File: config.mk
export PLATFORM = sky130hd
export DESIGN_NAME = line_timing_gen
export DESIGN_NICKNAME = d
export VERILOG_FILES = /design/src/rtl/line_timing_gen_pkg.sv /design/src/rtl/line_timing_ctr.sv /design/src/rtl/line_timing_gen.sv
export SDC_FILE = /design/constraint.sdc
export NUM_CORES = 1
export LEC_CHECK = 0
export CORE_AREA = 5 5 59 45
export CTS_CLUSTER_SIZE = 12
export DETAILED_ROUTE_END_ITERATION = 7
export DIE_AREA = 0 0 64 50
export PLACE_DENSITY = 0.81
export SKIP_LAST_GASP = 1
export SYNTH_ARGS = -nofsm -noshare
export SYNTH_HDL_FRONTEND = slang
export SYNTH_SLANG_ARGS = --single-unit
File: constraint.sdc
create_clock -name clk -period 4 [get_ports clk]
set_clock_uncertainty 0.05 [all_clocks]
set_input_delay 0.6 -clock clk [delete_from_list [all_inputs] [get_ports clk]]
set_output_delay 0.6 -clock clk [all_outputs]
set_load 0.02 [all_outputs]
File: src/rtl/line_timing_gen_pkg.sv
// Shared definitions for the line timing generator.
//   state_t              : FSM state encoding (3-bit).
//   DEF_*                : default frame geometry (32 pixels, 4 blank cycles, 24 lines).
//   LINE_W               : width of the line index presented to the line counter side.
//   cnt_width()          : number of bits needed to hold 0..max_val (at least 1).
package line_timing_gen_pkg;

  typedef enum logic [2:0] {
    IDLE   = 3'd0,
    ACTIVE = 3'd1,
    BLANK  = 3'd2,
    CHECK  = 3'd3,
    DONE   = 3'd4
  } state_t;

  localparam int DEF_PIXELS_PER_LINE = 32;
  localparam int DEF_H_BLANK         = 4;
  localparam int DEF_LINES_PER_FRAME = 24;
  localparam int LINE_W              = 5;

  function automatic int cnt_width(input int max_val);
    int w;
    w = 1;
    while ((1 << w) <= max_val) w++;
    return w;
  endfunction

endpackage

File: src/rtl/line_timing_ctr.sv
// Terminal-count counter used for the pixel, blank and line positions.
// Ports:
//   clk, rst : clock, asynchronous active-high reset
//   clr      : synchronous clear (dominates en)
//   en       : advance by one; wraps to 0 after MAX so q never exceeds MAX
//   q        : current count, 0..MAX
//   last     : q == MAX
module line_timing_ctr #(
  parameter int W   = 5,
  parameter int MAX = 31
) (
  input  logic         clk,
  input  logic         rst,
  input  logic         clr,
  input  logic         en,
  output logic [W-1:0] q,
  output logic         last
);

  localparam logic [W-1:0] LAST_Q = W'(MAX);

  assign last = (q == LAST_Q);

  always_ff @(posedge clk or posedge rst) begin
    if (rst) begin
      q <= '0;
    end else if (clr) begin
      q <= '0;
    end else if (en) begin
      q <= last ? '0 : q + W'(1);
    end
  end

endmodule

File: src/rtl/line_timing_gen.sv
// Transmit-side line timing source. Walks each line through ACTIVE pixels,
// H_BLANK blanking cycles and a one-cycle CHECK, emitting a one-cycle newLine
// pulse toward the line counter and comparing the counter's endFrame with its
// own line index at the end of every line.
// Ports:
//   clk, rst   : clock, asynchronous active-high reset
//   enb        : enable; low returns to IDLE at the next edge (lineErr held)
//   start      : one-cycle frame request, accepted only in IDLE with enb=1
//   endFrame   : from line counter, high while its count is terminal
//   newLine    : one-cycle pulse in the last BLANK cycle of every line
//   pixValid   : high during active pixels
//   pixX       : active pixel index (0 outside ACTIVE)
//   lineIdx    : current line index
//   frameBusy  : high in every state except IDLE
//   frameDone  : one-cycle pulse in DONE
//   lineErr    : sticky frame-length mismatch flag
//   fsm_state  : current FSM state for observation
//
// Handshake: newLine carries no ready; the counter must take every pulse. Its
// registered response (endFrame) is only looked at in the CHECK cycle that
// follows the pulse, which absorbs the counter's one-cycle latency.
module line_timing_gen
  import line_timing_gen_pkg::*;
#(
  parameter int PIXELS_PER_LINE = DEF_PIXELS_PER_LINE,
  parameter int H_BLANK         = DEF_H_BLANK,
  parameter int LINES_PER_FRAME = DEF_LINES_PER_FRAME,
  parameter int PIX_W           = 5
) (
  input  logic              clk,
  input  logic              rst,
  input  logic              enb,
  input  logic              start,
  input  logic              endFrame,
  output logic              newLine,
  output logic              pixValid,
  output logic [PIX_W-1:0]  pixX,
  output logic [LINE_W-1:0] lineIdx,
  output logic              frameBusy,
  output logic              frameDone,
  output logic              lineErr,
  output state_t            fsm_state
);

  localparam int BLANK_W = cnt_width(H_BLANK - 1);

  state_t             state;
  state_t             next_state;
  logic [BLANK_W-1:0] blank_q;
  logic               pix_last;
  logic               blank_last;
  logic               line_last;
  logic               accept;

  logic pix_valid_d;
  logic new_line_d;
  logic frame_busy_d;
  logic frame_done_d;
  logic line_err_d;

  assign fsm_state = state;
  assign accept    = (state == IDLE) && start && enb;

  // Position counters. Each is held at 0 outside its own state, so every
  // state is entered with a zeroed counter without extra load logic.
  line_timing_ctr #(.W(PIX_W), .MAX(PIXELS_PER_LINE - 1)) u_pix_ctr (
    .clk  (clk),
    .rst  (rst),
    .clr  (!enb || (state != ACTIVE)),
    .en   (state == ACTIVE),
    .q    (pixX),
    .last (pix_last)
  );

  line_timing_ctr #(.W(BLANK_W), .MAX(H_BLANK - 1)) u_blank_ctr (
    .clk  (clk),
    .rst  (rst),
    .clr  (!enb || (state != BLANK)),
    .en   (state == BLANK),
    .q    (blank_q),
    .last (blank_last)
  );

  // Line index survives through DONE so the closing line is still visible
  // alongside frameDone; it is cleared on the way into IDLE.
  line_timing_ctr #(.W(LINE_W), .MAX(LINES_PER_FRAME - 1)) u_line_ctr (
    .clk  (clk),
    .rst  (rst),
    .clr  (!enb || (state == IDLE) || (state == DONE)),
    .en   ((state == CHECK) && (next_state == ACTIVE)),
    .q    (lineIdx),
    .last (line_last)
  );

  // State register plus the registered Moore outputs.
  always_ff @(posedge clk or posedge rst) begin
    if (rst) begin
      state     <= IDLE;
      pixValid  <= 1'b0;
      newLine   <= 1'b0;
      frameBusy <= 1'b0;
      frameDone <= 1'b0;
      lineErr   <= 1'b0;
    end else begin
      state     <= next_state;
      pixValid  <= pix_valid_d;
      newLine   <= new_line_d;
      frameBusy <= frame_busy_d;
      frameDone <= frame_done_d;
      lineErr   <= line_err_d;
    end
  end

  // Next-state logic.
  always_comb begin
    next_state = state;
    if (!enb) begin
      next_state = IDLE;
    end else begin
      case (state)
        IDLE:    if (start) next_state = ACTIVE;
        ACTIVE:  if (pix_last) next_state = BLANK;
        BLANK:   if (blank_last) next_state = CHECK;
        CHECK:   next_state = (endFrame || line_last) ? DONE : ACTIVE;
        DONE:    next_state = IDLE;
        default: next_state = IDLE;
      endcase
    end
  end

  // Output logic, evaluated against the upcoming state so the registered
  // outputs line up with the state they describe.
  always_comb begin
    pix_valid_d  = (next_state == ACTIVE);
    frame_busy_d = (next_state != IDLE);
    frame_done_d = (next_state == DONE);
    new_line_d   = 1'b0;
    // newLine belongs to the final blank cycle: either BLANK is entered with a
    // single blank cycle, or the blank counter is one short of its last value.
    if (next_state == BLANK) begin
      if (state == ACTIVE) begin
        new_line_d = (H_BLANK == 1);
      end else begin
        new_line_d = (int'(blank_q) == H_BLANK - 2);
      end
    end
    line_err_d = lineErr;
    if (accept) begin
      line_err_d = 1'b0;
    end else if (enb && (state == CHECK) && (endFrame != line_last)) begin
      // Early end (endFrame before the last line) or missed end (last line
      // reached without endFrame).
      line_err_d = 1'b1;
    end
  end

endmodule

Word-level counts from Yosys, hierarchy flattened. Index checks and enable logic that the tools add are counted.

Register bits: 20. Output and inout port bits: 18. Word-level logic and storage cells: 62.

$add $sub $neg: 3. Eq/ne operators: 14. Muxes and demuxes: 19. Reduce and logical (&&, ||, !) cells: 17.

Operators by type and width (number): 2-to-1 mux 5 bit (6); 2-to-1 mux 3 bit (5); case mux 3 bit (4 select lines) (1); adder 5 x 1 -> 5 bit (second input constant) (2); equality test 5 bit (second input constant) (2); equality test 3 x 2 -> 1 bit (second input constant) (3); nonzero test 2 bit (4); equality test 3 x 1 -> 1 bit (second input constant) (2); equality test 3 bit (second input constant) (2); 2-to-1 mux 2 bit (3); logical AND 1 bit (5); logical OR 1 bit (5); equality test 2 bit (second input constant) (2); 2-to-1 mux 1 bit (4); logical NOT 3 bit (1); inequality test 3 x 1 -> 1 bit (second input constant) (1); inequality test 3 x 2 -> 1 bit (second input constant) (1); nonzero test 3 bit (1); adder 2 x 1 -> 2 bit (second input constant) (1); logical NOT 1 bit (1); inequality test 1 bit (1).

Logic depth before layout (Yosys ltp). Gate-level depths: netlist (run 1).

Depth in word-level cells: 9. Mapped depth: 6. Depth with buffers taken out: 6.

Cells and area by module. From an unflattened synthesis (run 1), not the netlist that was laid out.

Cell total of the unflattened synthesis: 100. Area total of the unflattened synthesis: 1049.8 µm².

Modules (own cells, without submodules): line_timing_gen (times used 1, cells an instance 43, area an instance 440.4 µm²); line_timing_ctr at u_pix_ctr (times used 1, cells an instance 26, area an instance 261.5 µm²); line_timing_ctr at u_line_ctr (times used 1, cells an instance 22, area an instance 244.0 µm²); line_timing_ctr at u_blank_ctr (times used 1, cells an instance 9, area an instance 103.8 µm²).

Worst setup path before layout (run 1). No wires, ideal clock.

Path type: register to register. Start: register u_line_ctr.q[0]. End: register u_line_ctr.q[0]. Setup time: 78 ps. Arrival: 1774 ps. Data required time: 3872 ps. Slack: 2098 ps. Cell stages (with the launch flop): 7. Clock period less this slack: 1902 ps. Cells stage by stage: dfrtp_1 ha_1 nand4b_1 ha_1 nand2_1 or4b_1 a21oi_1.

Word-level cells in the longest chain between the ends: 8. Elaborated cells on any way between the ends: 12. Classes of those cells: 1 x add/sub; 2 x eq/ne; 6 x mux; 3 x reduce/logical.

Ends and longest elaborated chain: start: declaration (RTL line line_timing_ctr.sv:16) `output logic [W-1:0] q,`; start signal: assignment (RTL line line_timing_ctr.sv:30) `q <= last ? '0 : q + W'(1);`; equality test 5 bit (RTL line line_timing_ctr.sv:22) `assign last = (q == LAST_Q);`; logical OR 1 bit (RTL line line_timing_gen.sv:124) `CHECK: next_state = (endFrame || line_last) ? DONE : ACTIVE;`; 2-to-1 mux 3 bit (RTL line line_timing_gen.sv:124); case mux 3 bit (4 select lines) (RTL line line_timing_gen.sv:120) `case (state)`; 2-to-1 mux 3 bit (RTL line line_timing_gen.sv:117) `if (!enb) begin`; equality test 3 x 1 -> 1 bit (RTL line line_timing_gen.sv:90) `.en ((state == CHECK) && (next_state == ACTIVE)),`; logical AND 1 bit (RTL line line_timing_gen.sv:90); nonzero test 2 bit (no source line).

Several ways; a longest one is shown, not always the timed one. The select of a mux whose other input is x is not followed. A chain may end at the register's enable or synchronous reset.

Final worst setup path (run 1).
Start: register state[0] (netlist: fsm_state[0]). End: output fsm_state[0].

RTL lines: start: declaration (RTL line line_timing_gen.sv:47) `state_t state;`; start signal: assignment (RTL line line_timing_gen.sv:105) `state <= next_state;`; end: declaration (RTL line line_timing_gen.sv:42) `output state_t fsm_state`.

No word-level cell between the ends.

==> results of run 1 <==
[kinds of logic (layout without fill, tap and decap cells)]
family,Yosys count,after routing,synth area share
fa+ha+maj,6,6,0.0774
simple gates,38,38,0.241
mux,1,1,0.0103
flops,20,20,0.516
xor+xnor,2,2,0.0181
buf+inv,10,32,0.0490
compound gates,15,15,0.0878
[routing by layer]
layer / GRT usage / up-vias / wire, µm
li1: - / 372 / -
met1: 0.154 / 355 / 862
met2: 0.221 / 20 / 929
met3: 0.0386 / 5 / 136
met4: 0.0761 / 0 / 44
met5: 0 / - / 0
[metrics by stage]
stage,std cells,setup slack [ns]
2_1_floorplan,92,2.10
3_3_place_gp,134,1.75
3_5_place_dp,134,1.70
4_1_cts,138,1.66
5_1_grt,138,1.56
6_report,138,1.65
[power breakdown]
| part | switching (mW) | leakage [nW] | internal (mW) |
|---|---|---|---|
| sequential | 0.00515 | 0.275 | 0.205 |
| clock | 0.0605 | 0.0279 | 0.101 |
| combinational | 0.0183 | 0.234 | 0.0144 |
| total | 0.0839 | 0.537 | 0.321 |
[state kept, by name, indices dropped and copies added (netlist names)]
| signal | cells |
|---|---|
| frameBusy | 1 |
| frameDone | 1 |
| fsm_state | 3 |
| lineErr | 1 |
| newLine | 1 |
| pixValid | 1 |
| u_blank_ctr.q | 2 |
| u_line_ctr.q | 5 |
| u_pix_ctr.q | 5 |
[how the worst max path moves through the flow]
stage / startpoint / end / slack, ns
after floorplan: u_line_ctr.q[0] / u_line_ctr.q[0] / 2.10
after global placement: endFrame / u_line_ctr.q[1] / 1.75
after detailed placement: endFrame / u_line_ctr.q[1] / 1.70
after CTS: fsm_state[0] / fsm_state[0] / 1.66
after global routing: fsm_state[0] / fsm_state[0] / 1.56
final: fsm_state[0] / fsm_state[0] / 1.65
[layout make-up]
class / instances / area [µm²]
clock buffer: 3 / 22.5
clock inverter: 1 / 30.0
fill: 167 / 802
inverter: 6 / 22.5
multi-input combinational: 62 / 422
sequential: 20 / 500
tap: 24 / 30.0
timing repair buffer: 22 / 220
[synth_stat cells (all sizes together)]
cell / number / area share
or4: 1 / 0.0077
o21ai: 5 / 0.026
xnor2: 1 / 0.0090
a21oi: 6 / 0.031
dfrtp: 20 / 0.52
nand3: 3 / 0.015
inv: 6 / 0.023
nor4b: 1 / 0.0090
o211ai: 1 / 0.0077
nor2b: 5 / 0.032
nand4b: 1 / 0.0090
a31oi: 1 / 0.0065
or3: 1 / 0.0065
a311oi: 1 / 0.0090
xor2: 1 / 0.0090
clkbuf: 1 / 0.0039
ha: 6 / 0.077
buf: 3 / 0.022
a211oi: 1 / 0.0077
mux2i: 1 / 0.010
nor4: 1 / 0.0065
nand4bb: 1 / 0.012
nand4: 1 / 0.0065
or4b: 2 / 0.021
nand2b: 2 / 0.013
nor2: 7 / 0.027
nand2: 2 / 0.0077
nor3b: 2 / 0.015
nor3: 4 / 0.021
and3: 2 / 0.013
nand3b: 2 / 0.019
==> results summary, run 1 <==
The run finished with clean final reports. Each instance of the synthesized netlist takes up on average 10.5 µm². Synthesis produced a netlist whose cell count is 92.

The worst slew margin relative to its limit came out at 0.512. The end of the worst register-to-register path is u_line_ctr.q[1]. In this run the core area contains 14 standard-cell rows.

The first routing iteration left 31 violations. Summed over all nets, the half-perimeter wirelength after detailed placement is 1.49 mm. The hold slack came out at 0.439 ns. Along the worst hold path, the cell count comes to 1.

The total number of nets in the final design came out at 126. The count of input and output buffers is 22. The floorplan core area is 2050 µm². For hold timing, the worst endpoint is u_pix_ctr.q[0]. The clock-pin slew reported for the worst setup and hold paths after clock tree synthesis came out at 0.11 ns. The worst setup path category is flop to primary output. The depth of the worst register-to-register path came out at 6.

Among cell families on the critical path, the largest total delay comes from buffers and inverters. After layout, the design draws a total of 405 µW. The share of the Yosys chip area taken by registers is 0.516. The maximum level of the CTS H-tree is 1. For the final routed database, the setup TNS stands at 0 ns. Across all layers, the routed design uses 752 vias.

The quantity of gates resized following cts is 0. The area of the mapped netlist came out at 970 µm². The worst vdd rail ir drop came out at 0.311 mV. In this run the most critical hold path is launched from u_pix_ctr.q[0].

The initial antenna violation count is 0. The critical path buffer and inverter count is 1. At the worst endpoint, the required time is 3.35 ns. The peak fanout along the critical path came out at 19. The area after detailed placement is 1190 µm².

Routability-driven placement finished with a final weighted congestion of 0.812. The share of the core filled with cells in the final layout is 0.609. The upper clock frequency limit came out at 0.425 GHz. The number of nets with antenna violations after detailed routing is 0.

The detailed-route DRC error count is 0. For this design, the slowest cell found on the critical path is clkdlybuf4s50_1. Synthesis instantiated 33 different standard cells from the library.

Clock tree synthesis inserted a total of 3 buffers. Clock latency on the worst-skew pair, taken at its later pin, is 0.31 ns. The first-pass detailed-route iteration total came out at 4.

Post-CTS timing repair inserted 0 buffers for setup. The number of sinks on the clock net came out at 20. The total count of hold-check failures in the final report was 0. The category of the worst setup path capture point is a primary output. The aggregate global routing overflow came out at 0.

The initial standard-cell utilization of the core came out at 0.473. The number of synthesis warnings is 0. The most frequent standard cell in the layout excluding fill and tap cells is clkdlybuf4s50_1.

The finished cells cover 1250 µm². The minimum setup slack among reg-to-reg paths came out at 1.87 ns. The post-route minimum period is 2.35 ns. In this run the clock root is driven by a clkbuf_4. The critical path's largest stage delay is 0.71 ns.

The post-synthesis net count came out at 103. The top-level port count came out at 23. The wire length of the first global-routing pass came out at 3.28 mm. In the final routed layout, each cell accounts on average for 14.3 µm. The number of slew-limit violations in the final report came to 0. The area enclosed by the die boundary came out at 3200 µm². Relative to the synthesized area, the layout overhead comes to 28.6%. In the layout the commonest cells are clkdlybuf4s50_1 (22), dfrtp_1 (20), nor2_1 (7). Max-cap violations in this run came to 0. At the pin with the least slew margin, the transition time is 0.731 ns.

The clock passes through at most 2 buffers. In the final layout, the share of cells above drive strength 1 is 0.0439. The horizontal die dimension came out at 64 µm. The number of buffers inserted by hold repair at cts is 0. The reported leakage power came out at 0.537 nW.

The pin count of the biggest net entering global routing came out at 21. The arrival time at the worst endpoint is 1.70 ns. The startpoint of the worst-slack reg-to-reg timing path is u_line_ctr.q[0]. The worst setup path is launched from a flop. The path class of the tightest hold or removal check is flop to flop. The final number of setup-violating endpoints came out at 0. The power density relative to cell area is 325 nW/µm². The total number of cells along the worst setup path is 1. The total detailed-routing wirelength is 1.97 mm. The via count of the first global-routing pass came out at 729. The number of vias per cell after detailed routing came out at 5.45. The die extent in y is 50 µm. The diode insertion count for antenna repair came out at 0. The signal on the critical path passes through clkdlybuf4s50_1. The number of flip-flops and latches in the synthesized netlist came out at 20. The final clock period utilization by the worst path came out at 0.588.

TritonCTS built the clock tree. Setup repair after global routing left no endpoint under its margin. The global router's overall resource usage came out at 0.134.
No activity file was read; power rests on OpenSTA's default activity.
==> inputs of run 2 (changes only) <==
--- a/config.mk
+++ b/config.mk
@@ -5,11 +5,11 @@
 export SDC_FILE = /design/constraint.sdc
 export NUM_CORES = 1
 export LEC_CHECK = 0
-export CORE_AREA = 5 5 59 45
+export CORE_AREA = 5 5 60 46
 export CTS_CLUSTER_SIZE = 12
 export DETAILED_ROUTE_END_ITERATION = 7
-export DIE_AREA = 0 0 64 50
-export PLACE_DENSITY = 0.81
+export DIE_AREA = 0 0 65 51
+export PLACE_DENSITY = 0.78
 export SKIP_LAST_GASP = 1
 export SYNTH_ARGS = -nofsm -noshare
 export SYNTH_HDL_FRONTEND = slang
==> constraint.sdc (replaced) <==
create_clock -name clk -period 2.3 [get_ports clk]
set_clock_uncertainty 0.05 [all_clocks]
set_input_delay 0.345 -clock clk [delete_from_list [all_inputs] [get_ports clk]]
set_output_delay 0.345 -clock clk [all_outputs]
set_load 0.02 [all_outputs]
==> run 2 against run 1 <==
- critical path depth is 5 higher
- global-route usage is 0.11 points higher
- clock power is 2% lower
- clock-buffer cell count stayed put
- sequential share of layout area is 0.74 points higher
- wire length is 0.76% lower
- setup slack worse by 1.4 ns
- die area is 3.6% higher
- non-clock buffer count is 1 higher
- via count stayed put
- register-to-register slack worse by 1.6 ns
- combinational power is 100% higher
- largest cell class unchanged
==> results summary, run 2 (synthesized netlist as in run 1, its figures left out) <==
The run finished with clean final reports. The internal power of the cells is 445 µW (+39%). The critical path's largest stage delay came out at 0.50 ns (-0.21 ns). The number of buffers added by the clock tree synthesis step is 3 (unchanged). The path with the worst hold slack has its endpoint at u_blank_ctr.q[0].

The total number of nets in the final design came to 127 (+0.79%). The pin count of the biggest net entering global routing came to 21 (unchanged). The number of max-cap violations came out at 0 (unchanged). The arrival time at the worst endpoint is 2.21 ns (+0.51 ns). The layout cell share with drive strength beyond 1 was 0.0439 (unchanged). The clock-pin slew reported for the worst setup and hold paths after clock tree synthesis is 0.10 ns (about the same). The initial antenna violation count came out at 0 (unchanged). STA classifies the critical path startpoint as a flop. The number of slew-limit violations in the final report came out at 0 (unchanged). The cell sitting at the root of the clock tree is a clkbuf_4.

The die extent in y is 51 µm (+2.0%). The library cell used most frequently in the layout, excluding fill and tap cells, is clkdlybuf4s50_1. In this run the critical register-to-register path is launched from u_line_ctr.q[0]. The worst path in the final design needs a cycle of 2.04 ns, including I/O delays and setup. The power density relative to cell area is 476 nW/µm² (+47%). The horizontal die dimension came to 65 µm (+1.6%). Traced cell by cell, the critical path runs through ha_1 -> nand4b_1 -> ha_1 -> nand2_1 -> or4b_1 -> a21oi_1. The worst vdd rail ir drop is 0.340 mV (+9.3%).

The global router's overall resource usage came out at 0.135 (+0.00109). Dividing the final minimum period by the clock period gives 0.886. The maximum level of the CTS H-tree came out at 1 (unchanged). The count of input and output buffers is 22 (unchanged). The pin slew with the least headroom to its limit came to 0.760 ns (+0.0287 ns). The final number of setup-violating endpoints is 0 (unchanged). The number of buffers inserted by hold repair at cts is 0 (unchanged). The combinational group share of total power came out at 0.112 (+0.031). The peak fanout along the critical path came to 7 (-12). The minimum setup slack among reg-to-reg paths came to 0.26 ns (-1.61 ns).

The total number of cells along the worst setup path is 6 (+5). The startpoint identified for the worst hold timing path is u_blank_ctr.q[0]. The upper clock frequency limit came out at 0.491 GHz.

The number of cells on the worst hold path came to 1 (unchanged). The hold slack is 0.425 ns (-0.0142 ns). The area growth from synthesis to final layout came out at 26.3%. The reported leakage power came to 0.528 nW (-1.7%).

In the layout the commonest cells are clkdlybuf4s50_1 (22), dfrtp_1 (20), nor2_1 (7). The share of the core filled with cells in the final layout is 0.588 (-0.0210). The via count of the first global-routing pass is 707 (-3.0%).

Setup repair after global routing left no endpoint under its margin. The final-layout setup total negative slack is 0 ns (unchanged). The depth of the worst register-to-register path is 6 (unchanged).

STA classifies the critical path endpoint as a flop. The first-pass detailed-route iteration total is 4 (unchanged). The initial detailed-routing violation count is 26 (-16%).

The worst slew margin relative to its limit is 0.493 (-0.0191). The post-place setup slack came out at 0.267 ns (-1.43 ns). The slack of the critical path was 0.263 ns (-1.39 ns). The total count of hold-check failures in the final report is 0 (unchanged).

The area enclosed by the die boundary was 3320 µm² (+3.6%). The number of nets with antenna violations after detailed routing is 0 (unchanged). The type of the worst min-delay path is flop to flop. The register share of total power is 0.617 (+0.098).

The floorplan core area came out at 2080 µm² (+1.7%). The setup fix buffers added after clock tree synthesis is 0 (unchanged). The number of sinks on the clock net was 20 (unchanged).

The top-level port count was 23 (unchanged). The number of cell rows came out at 14 (unchanged). TritonCTS built the clock tree.

The clock network fraction of total power is 0.271 (-0.129). The worst setup path category is flop to flop. The wire length per cell is 14.2 µm (-0.76%). The wire length of the first global-routing pass came to 3.39 mm (+3.4%). The via total after detailed routing came out at 752 (unchanged).

The post-route cell area came to 1220 µm² (-1.8%). The final weighted congestion of routability-driven global placement came out at 0.832 (+2.4%). The switching part of the total came out at 0.237 (+0.0298). The switching power of the nets came to 138 µW (+65%). The area after detailed placement came out at 1200 µm² (+0.63%).

On the critical path, the stage with the largest delay is an instance of or4b_1. The end of the worst register-to-register path is u_line_ctr.q[1]. The quantity of gates resized following cts came out at 0 (unchanged).

The initial standard-cell utilization of the core is 0.465 (-0.00795). The critical path required time came out at 2.47 ns (-0.88 ns). The estimated wirelength of the detail-placed design was 1.50 mm (+0.89%).

The critical path buffer and inverter count came to 0 (-1). The clock latency on the worst-skew pair is 0.29 ns (-0.02 ns). The detailed-route DRC error count is 0 (unchanged). Among cell families on the critical path, the largest total delay comes from simple AND/OR/NAND/NOR gates.

The diode insertion count for antenna repair came out at 0 (unchanged). The aggregate global routing overflow came out at 0 (unchanged). The number of vias per cell after detailed routing came out at 5.45 (unchanged). The most numerous cell type found on the critical path is ha_1.

The total detailed-routing wirelength was 1.96 mm (-0.76%). The maximum root-to-sink buffer count is 2 (unchanged).
run 2: final cells by class:
type / count / area [µm²]
inverter: 6 / 22.5
timing repair buffer: 23 / 228
clock buffer: 3 / 22.5
tap: 24 / 30.0
sequential: 20 / 500
multi-input combinational: 62 / 422
fill: 195 / 860
run 2: per-stage QoR:
| stage | cells | total power, mW |
|---|---|---|
| floorplan | 92 | 0.404 |
| global placement | 135 | 0.431 |
| detailed placement | 135 | 0.432 |
| CTS | 138 | 0.594 |
| global route | 138 | 0.619 |
| finish | 138 | 0.583 |
run 2: layer usage:
metal  GRT usage  wire [µm]  vias up
met5           0          0        -
met4      0.0632         37        0
met3      0.0329         65        4
met2       0.211        910       13
met1       0.177        944      362
li1            -          -      373
run 2: worst max-delay path by stage:
stage / start / slack [ns] / endpoint
final: u_line_ctr.q[0] / 0.26 / u_line_ctr.q[1]
after detailed placement: enb / 0.27 / u_line_ctr.q[1]
after floorplan: u_line_ctr.q[0] / 0.40 / u_line_ctr.q[0]
after CTS: u_line_ctr.q[0] / 0.27 / u_line_ctr.q[0]
after global routing: u_line_ctr.q[0] / 0.08 / u_line_ctr.q[1]
after global placement: enb / 0.30 / u_line_ctr.q[1]
run 2: power by group through the flow:
stage               Clock (mW)  Combinational, mW  Sequential [mW]
detailed placement           0             0.0658            0.367
finish                   0.158             0.0654            0.360
global route             0.186             0.0723            0.360
global placement             0             0.0643            0.366
floorplan                    0             0.0303            0.374
CTS                      0.168             0.0658            0.360
